### src/rtl/mem_port_arbiter_pkg.sv
// mem_port_arbiter_pkg
//   Shared definitions for the I/D memory port arbiter: FSM state encodings,
//   grant codes, the latched access record and a small saturating helper.
package mem_port_arbiter_pkg;

    // FSM state encodings (legacy-compatible constants)
    localparam logic [1:0] ST_IDLE = 2'd0;
    localparam logic [1:0] ST_BUSY = 2'd1;
    localparam logic [1:0] ST_DONE = 2'd2;

    // Grant codes: which port owns the current access
    localparam logic GNT_I = 1'b0;
    localparam logic GNT_D = 1'b1;

    // Access fields captured from the winning port in IDLE
    typedef struct packed {
        logic        write;
        logic [3:0]  byteEnable;
        logic [31:0] address;
        logic [31:0] writeData;
    } memAccess_t;

    // 4-bit increment that sticks at all-ones
    function automatic logic [3:0] satInc4(input logic [3:0] value);
        return (value == 4'hF) ? value : value + 4'd1;
    endfunction

endpackage

### src/rtl/mem_port_arbiter.sv
// mem_port_arbiter
//   Shares one single-port memory between the CPU instruction (I) and data (D)
//   buses. Accesses are serialised through IDLE -> BUSY -> DONE; the granted
//   port receives a one-cycle ready pulse and, for reads, registered read data.
//   D wins simultaneous requests unless I has waited through MAX_DCONSEC
//   consecutive D grants.
// Ports
//   iCLK, iRST                 clock, synchronous active-high reset
//   iI*/oI*                    instruction port request fields, read data, ready
//   iD*/oD*                    data port request fields, read data, ready
//   oM*/iMReadData             memory-side strobes, address, data
//   oStall                     core stall: a request is pending without ready
module mem_port_arbiter
    import mem_port_arbiter_pkg::*;
#(
    parameter int unsigned MEM_LAT     = 1,
    parameter int unsigned MAX_DCONSEC = 4
) (
    input  logic        iCLK,
    input  logic        iRST,
    input  logic        iIReq,
    input  logic        iIWrite,
    input  logic [3:0]  iIByteEnable,
    input  logic [31:0] iIAddress,
    input  logic [31:0] iIWriteData,
    output logic [31:0] oIReadData,
    output logic        oIReady,
    input  logic        iDReq,
    input  logic        iDWrite,
    input  logic [3:0]  iDByteEnable,
    input  logic [31:0] iDAddress,
    input  logic [31:0] iDWriteData,
    output logic [31:0] oDReadData,
    output logic        oDReady,
    output logic        oMReadEnable,
    output logic        oMWriteEnable,
    output logic [3:0]  oMByteEnable,
    output logic [31:0] oMAddress,
    output logic [31:0] oMWriteData,
    input  logic [31:0] iMReadData,
    output logic        oStall
);

    localparam logic [3:0] LAST_CNT  = 4'(MEM_LAT - 1);
    localparam logic [3:0] DCNT_LIMIT = 4'(MAX_DCONSEC);

    logic [1:0]  state;
    logic [3:0]  cnt;
    logic [3:0]  dcnt;
    logic        gnt;
    memAccess_t  access;
    logic [31:0] iReadData;
    logic [31:0] dReadData;

    logic        grantD;
    logic        busy;
    logic        done;

    // D has priority unless I has been starved for MAX_DCONSEC D grants
    assign grantD = iDReq & ~(iIReq & (dcnt == DCNT_LIMIT));

    always_ff @(posedge iCLK) begin
        if (iRST) begin
            state     <= ST_IDLE;
            cnt       <= '0;
            dcnt      <= '0;
            gnt       <= GNT_I;
            access    <= '0;
            iReadData <= '0;
            dReadData <= '0;
        end else begin
            case (state)
                ST_IDLE: begin
                    // Starvation count only tracks D grants made while I waits
                    if (!iIReq)
                        dcnt <= '0;
                    else if (grantD)
                        dcnt <= satInc4(dcnt);
                    else
                        dcnt <= '0;

                    if (iIReq || iDReq) begin
                        cnt   <= '0;
                        state <= ST_BUSY;
                        if (grantD) begin
                            gnt    <= GNT_D;
                            access <= '{write: iDWrite, byteEnable: iDByteEnable,
                                        address: iDAddress, writeData: iDWriteData};
                        end else begin
                            gnt    <= GNT_I;
                            access <= '{write: iIWrite, byteEnable: iIByteEnable,
                                        address: iIAddress, writeData: iIWriteData};
                        end
                    end
                end
                ST_BUSY: begin
                    cnt <= cnt + 4'd1;
                    if (cnt == LAST_CNT) begin
                        if (!access.write) begin
                            if (gnt == GNT_D)
                                dReadData <= iMReadData;
                            else
                                iReadData <= iMReadData;
                        end
                        state <= ST_DONE;
                    end
                end
                ST_DONE: state <= ST_IDLE;
                default: state <= ST_IDLE;
            endcase
        end
    end

    assign busy = (state == ST_BUSY);
    assign done = (state == ST_DONE);

    // Memory side is quiet outside BUSY; a write strobes only on its first cycle
    assign oMReadEnable  = busy & ~access.write;
    assign oMWriteEnable = busy & access.write & (cnt == 4'd0);
    assign oMByteEnable  = busy ? access.byteEnable : '0;
    assign oMAddress     = busy ? access.address    : '0;
    assign oMWriteData   = busy ? access.writeData  : '0;

    assign oIReady    = done & (gnt == GNT_I);
    assign oDReady    = done & (gnt == GNT_D);
    assign oIReadData = iReadData;
    assign oDReadData = dReadData;

    assign oStall = (iIReq & ~oIReady) | (iDReq & ~oDReady);

endmodule
### config.mk
export PLATFORM = sky130hd
export DESIGN_NAME = mem_port_arbiter
export DESIGN_NICKNAME = d
export VERILOG_FILES = /design/src/rtl/mem_port_arbiter_pkg.sv /design/src/rtl/mem_port_arbiter.sv
export SDC_FILE = /design/constraint.sdc
export NUM_CORES = 1
export LEC_CHECK = 0
export CORE_ASPECT_RATIO = 0.75
export CORE_UTILIZATION = 41
export CTS_CLUSTER_DIAMETER = 50
export DETAILED_ROUTE_END_ITERATION = 10
export GPL_TIMING_DRIVEN = 0
export PLACE_DENSITY = 0.89
export SETUP_SLACK_MARGIN = 0.4
export SKIP_LAST_GASP = 1
export SLEW_MARGIN = 5
export SYNTH_ARGS = -nofsm -noshare
export SYNTH_HDL_FRONTEND = slang
export SYNTH_SLANG_ARGS = --single-unit
### constraint.sdc
create_clock -name iCLK -period 2.3 [get_ports iCLK]
set_input_delay 0.46 -clock iCLK [delete_from_list [all_inputs] [get_ports iCLK]]
set_output_delay 0.46 -clock iCLK [all_outputs]
set_load 0.03 [all_outputs]
# After elaboration in Yosys (flattened, before gate mapping)
# Index checks and enable logic that the tools add are counted.
# op_classes
eq_ne	7
reduce_logical	10
mux	13
bitwise_logic	15
n_addsub	2
# op_table
operator	n
2-to-1 mux 69 bit	1
2-to-1 mux 32 bit	2
2-to-1 mux 4 bit	5
bitwise AND 1 bit	9
adder 4 x 1 -> 4 bit (second input constant)	2
case mux 4 bit (2 select lines)	1
AND reduction 2 bit	4
AND reduction 4 bit	2
inverter 1 bit	5
equality test 4 x 3 -> 1 bit (second input constant)	1
equality test 4 bit (second input constant)	1
logical NOT 4 bit	1
2-to-1 mux 2 bit	2
case mux 2 bit (2 select lines)	1
inequality test 3 bit (second input constant)	1
equality test 2 x 1 -> 1 bit (second input constant)	1
equality test 2 bit (second input constant)	1
logical NOT 2 bit	1
inequality test 2 x 1 -> 1 bit (second input constant)	1
inequality test 2 bit (second input constant)	1
nonzero test 2 bit	1
logical OR 1 bit	1
2-to-1 mux 1 bit	1
bitwise OR 1 bit	1
# totals
out_inout_bits	137
regBits	144

# Logic depth before layout (Yosys ltp)
# depth
depth_word	6
mapped_depth	9

# Worst setup path after synthesis
# No wires, ideal clock.
# synth_timing
kind	register to output
from	reg gnt
to	out oStall
setup_slack_ns	0.078
arrival_ns	1.762
t_required_ns	1.840
stages_incl_launch_ff	4
n_path_buf	0
path_cell_list	dfxtp_1 -> inv_1 -> nor3_1 -> o22ai_1
# synth_via
elab_cells_between_ends	8
# synth_lines
item	line	source
start: declaration	mem_port_arbiter.sv:50	logic gnt;
start signal: assignment	mem_port_arbiter.sv:67	gnt <= GNT_I;
start signal: assignment	mem_port_arbiter.sv:86	gnt <= GNT_D;
start signal: assignment	mem_port_arbiter.sv:90	gnt <= GNT_I;
bitwise AND 1 bit	mem_port_arbiter.sv:125	assign oDReady = done & (gnt == GNT_D);
via oDReady	mem_port_arbiter.sv:34	output logic oDReady,
inverter 1 bit	mem_port_arbiter.sv:129	assign oStall = (iIReq & ~oIReady) | (iDReq & ~oDReady);
bitwise AND 1 bit	mem_port_arbiter.sv:129	
bitwise OR 1 bit	mem_port_arbiter.sv:129	
end: declaration	mem_port_arbiter.sv:41	output logic oStall
# The timed path passes the listed nets, and every way through them passes these cells.

# Worst setup path in the final report
# layout_timing
from	reg cnt[1]
to	out oMWriteEnable
# layout_via
elab_chain_cells	2
# layout_rtl
item	line	source
start: declaration	mem_port_arbiter.sv:48	logic [3:0] cnt;
start signal: assignment	mem_port_arbiter.sv:97	cnt <= cnt + 4'd1;
logical NOT 4 bit	mem_port_arbiter.sv:119	assign oMWriteEnable = busy & access.write & (cnt == 4'd0);
bitwise AND 1 bit	mem_port_arbiter.sv:119	
end: declaration	mem_port_arbiter.sv:36	output logic oMWriteEnable,
# Every way passes these cells.

==> metrics.md <==
| Metric | Value |
|---|---|
| Status | finished, final reports clean |
| Average size of a mapped cell | 7.93 µm² |
| Share of layout cells above drive strength 1 | 0.288 |
| Largest family of logic cells by synthesized area | simple AND/OR/NAND/NOR gates |
| Largest net degree at the start of global routing | 17 |
| Vias in the first global route | 7,052 |
| Syn nets | 998 |
| Detail Route Antenna Nets | 0 |
| Synthesis Warnings | 0 |
| Crit-path leading delay family | simple AND/OR/NAND/NOR gates |
| Worst reg2reg path depth | 10 |
| RSZ-0062 raised after global routing | yes |
| WHS Path Cells | 3 |
| CP most frequent cell | buf_6 |
| Layout net count | 1,352 |
| Detailed Route WL | 24,700 µm |
| Post-Syn Area | 6510 µm² |
| Num ports | 311 |
| HP Class | primary input to flop |
| WP buf/inv | 3 |
| Met3 routed WL | 1690 µm |
| Lkg Pwr | 5.61 nW |
| Worst setup EP type | output pin |
| Worst slew pin tran | 0.598 ns |
| Slew Limit Fails | 0 |
| Simple-gate share of the synthesized area | 0.267 |
| Global route total overflow | 0 |
| Post-detail-place hpwl | 17,100 µm |
| Vias | 7,330 |
| Worst setup margin | 0.110 ns |
| Routed wl met2 | 12,100 µm |
| Worst Skew | 0.0102 ns |
| Setup violators final | 0 |
| Placer Congestion | 0.892 |
| Detailed Routing Iterations Pass 1 | 5 |
| Fmax | 457 MHz |
| Pwr/cell area | 686 nW/µm² |
| Netlist cell types | 36 |
| Critical Path AT | 1.73 ns |
| Setup CP Type | flop to output pin |
| Total power | 7.99 mW |
| Critical path depth | 6 |
| Register area share after synthesis | 0.443 |
| Hold slack | 0.413 ns |
| R2r setup slk | 0.13 ns |
| Cell total after placement | 1,334 |
| Initial antenna violation count | 2 |
| Final min period | 2.19 ns |
| Core area | 15,400 µm² |
| Top layer reached by signal wires | met4 |
| Post-placement cell area | 9870 µm² |
| Residual DRC count | 0 |
| Port Buffers | 309 |
| H-Tree Level Count | 4 |
| CTS tree | built |
| Total clock sinks | 144 |
| Cell Chain, Critical Path | inv_2 -> ha_4 -> or3b_4 -> buf_6 -> nor3_4 -> buf_6 |
| GRT Overall Usage | 0.287 |
| Max cap viols | 0 |
| Synth Area in Adders | 0.00769 |
| Synth async-reset ratio | 0 |
| Post-synthesis mux area share | 0 |
| Total routed wire length on the met1 layer | 10,400 µm |
| Drt initial violations | 455 |
| Ys flop type | dfxtp_1 |
| Starting density of the core | 0.423 |
| Compound-cell area share of the yosys netlist | 0.220 |
| Finished layout cell area | 11,600 µm² |
| Cts bufs inserted | 17 |
| Crit path launch type | flop |
| Crit path max fanout | 5 |
| Hold buffer count at CTS | 0 |
| Post-synth EDFFs | 0 |
| Fin Setup TNS | 0 ns |
| DIE AREA | 16,400 µm² |
| Core Rows | 39 |
| Via density per instance | 5.26 |
| Final-report hold violation count | 0 |
| Max-slew headroom | 0.601 |
| #FFs+latches synth | 144 |
| Mapped Cells | 820 |
| Root Buffer | clkbuf_16 |
| Finished Layout Cells | 1,394 |
| Clock buffer depth | 2 |
| Post-Synth XOR/XNOR Area | 0 |
| Clock transition at path regs | 0.06 ns |
| VDD IR max | 605 µV |
| Core Util, Final | 0.758 |
| Pre-CTS WS | -0.464 ns |
| Area Overhead vs Synth | 79.1% |
| Crit-path max cell delay | 0.37 ns |
| Slowest library cell on the worst path | or3b_4 |
| Die X | 147 µm |
| Routed WL per cell | 17.7 µm |
| DIE HEIGHT | 111 µm |
| Skew-Pair Late Insertion Delay | 0.42 ns |
| CP Data Required Time | 1.84 ns |
| Period utilisation layout | 0.952 |
| First-pass GRT wire length | 36,700 µm |
power by group:
| group | internal, mW | switching (mW) |
|---|---|---|
| registers | 2.71 | 0.135 |
| clock network | 1.83 | 1.18 |
| logic | 1.05 | 1.09 |
| total | 5.60 | 2.40 |
cell families after synthesis:
kind of cell	after synthesis
adders and majority gates	4
AOI/OAI and AO/OA	223
DFF	144
and+or+nand+nor	370
buffers and inverters	79
cells in the mapped netlist (2+ instances only):
library cell / count / area (µm²)
nand2_2: 30 / 188
inv_1: 9 / 33.8
and2_1: 69 / 432
nor2_1: 75 / 282
clkbuf_1: 49 / 184
nand3_1: 7 / 35.0
buf_12: 3 / 60.1
dfxtp_1: 144 / 2880
nor2b_1: 2 / 12.5
nor4_4: 2 / 42.5
o31ai_1: 3 / 22.5
or4_4: 2 / 22.5
a21oi_2: 30 / 263
nor3_1: 5 / 25.0
a21oi_1: 110 / 551
ha_1: 4 / 50.1
o21ai_0: 3 / 15.0
a211oi_1: 69 / 518
buf_6: 6 / 67.6
nand4b_1: 2 / 17.5
buf_2: 12 / 60.1
nand2_1: 170 / 638
routing by layer:
layer,up-vias,track usage
met4,0,0.0907
met5,-,0
met1,3532,0.355
li1,3478,-
met3,39,0.0749
met2,281,0.483
cells in the final DEF (no fill, tap or decap), types with 3 or more instances in the layout:
cell type          n
nand2_1          167
nor2_1            74
buf_6             82
buf_8             11
o31ai_1            3
ha_1               3
clkbuf_4           8
dlymetal6s2s_1    61
clkbuf_1          16
dfxtp_1          139
clkdlybuf4s50_1  174
buf_2              6
clkinv_4           3
o21ai_0            3
buf_4             14
a21oi_2           32
buf_12             4
nor3_4             3
clkbuf_2          16
dfxtp_4            4
inv_6              4
nand2_2           31
bufinv_16          4
a21oi_1          108
a211oi_1          67
clkbuf_16         28
nand3_1            7
and2_4            68
clkinvlp_4         3
inv_1              7
worst min-delay path: cells and delay by family:
| family | cells | cell delay, ns |
|---|---|---|
| AO/OA/AOI/OAI | 1 | 0.06 |
| AND/OR/NAND/NOR | 1 | 0.09 |
| buffers and inverters | 1 | 0.16 |
state kept, by name (all words and copies together), names as in the netlist:
name / cells
cnt: 4
oIReadData: 32
dcnt: 4
gnt: 1
state: 2
oDReadData: 32
access: 69
path summary, 6_finish.rpt:
kind,from,end
hold / removal,iDReq,dcnt[2]
setup reg to reg,cnt[1],oDReadData[10]
setup / recovery,cnt[1],oMWriteEnable
hold reg to reg,oIReadData[0],oIReadData[0]
final cells by class:
cell class	count	area, µm²
clock inverter	15	209
sequential	144	2900
buffer	70	652
fill	1077	3720
timing repair buffer	335	3650
tap	205	256
antenna	2	5.00
inverter	9	36.3
clock buffer	17	425
multi-input combinational	597	3510
timing repair:
action	CTS	global route
endpoints found under the hold margin	0	0
cloned	8	3
buffers inserted	11	4
setup endpoints to repair	266	272
pin swaps	28	34
gates resized for setup	597	205
Note: power is estimated with default switching activity, not from simulation.
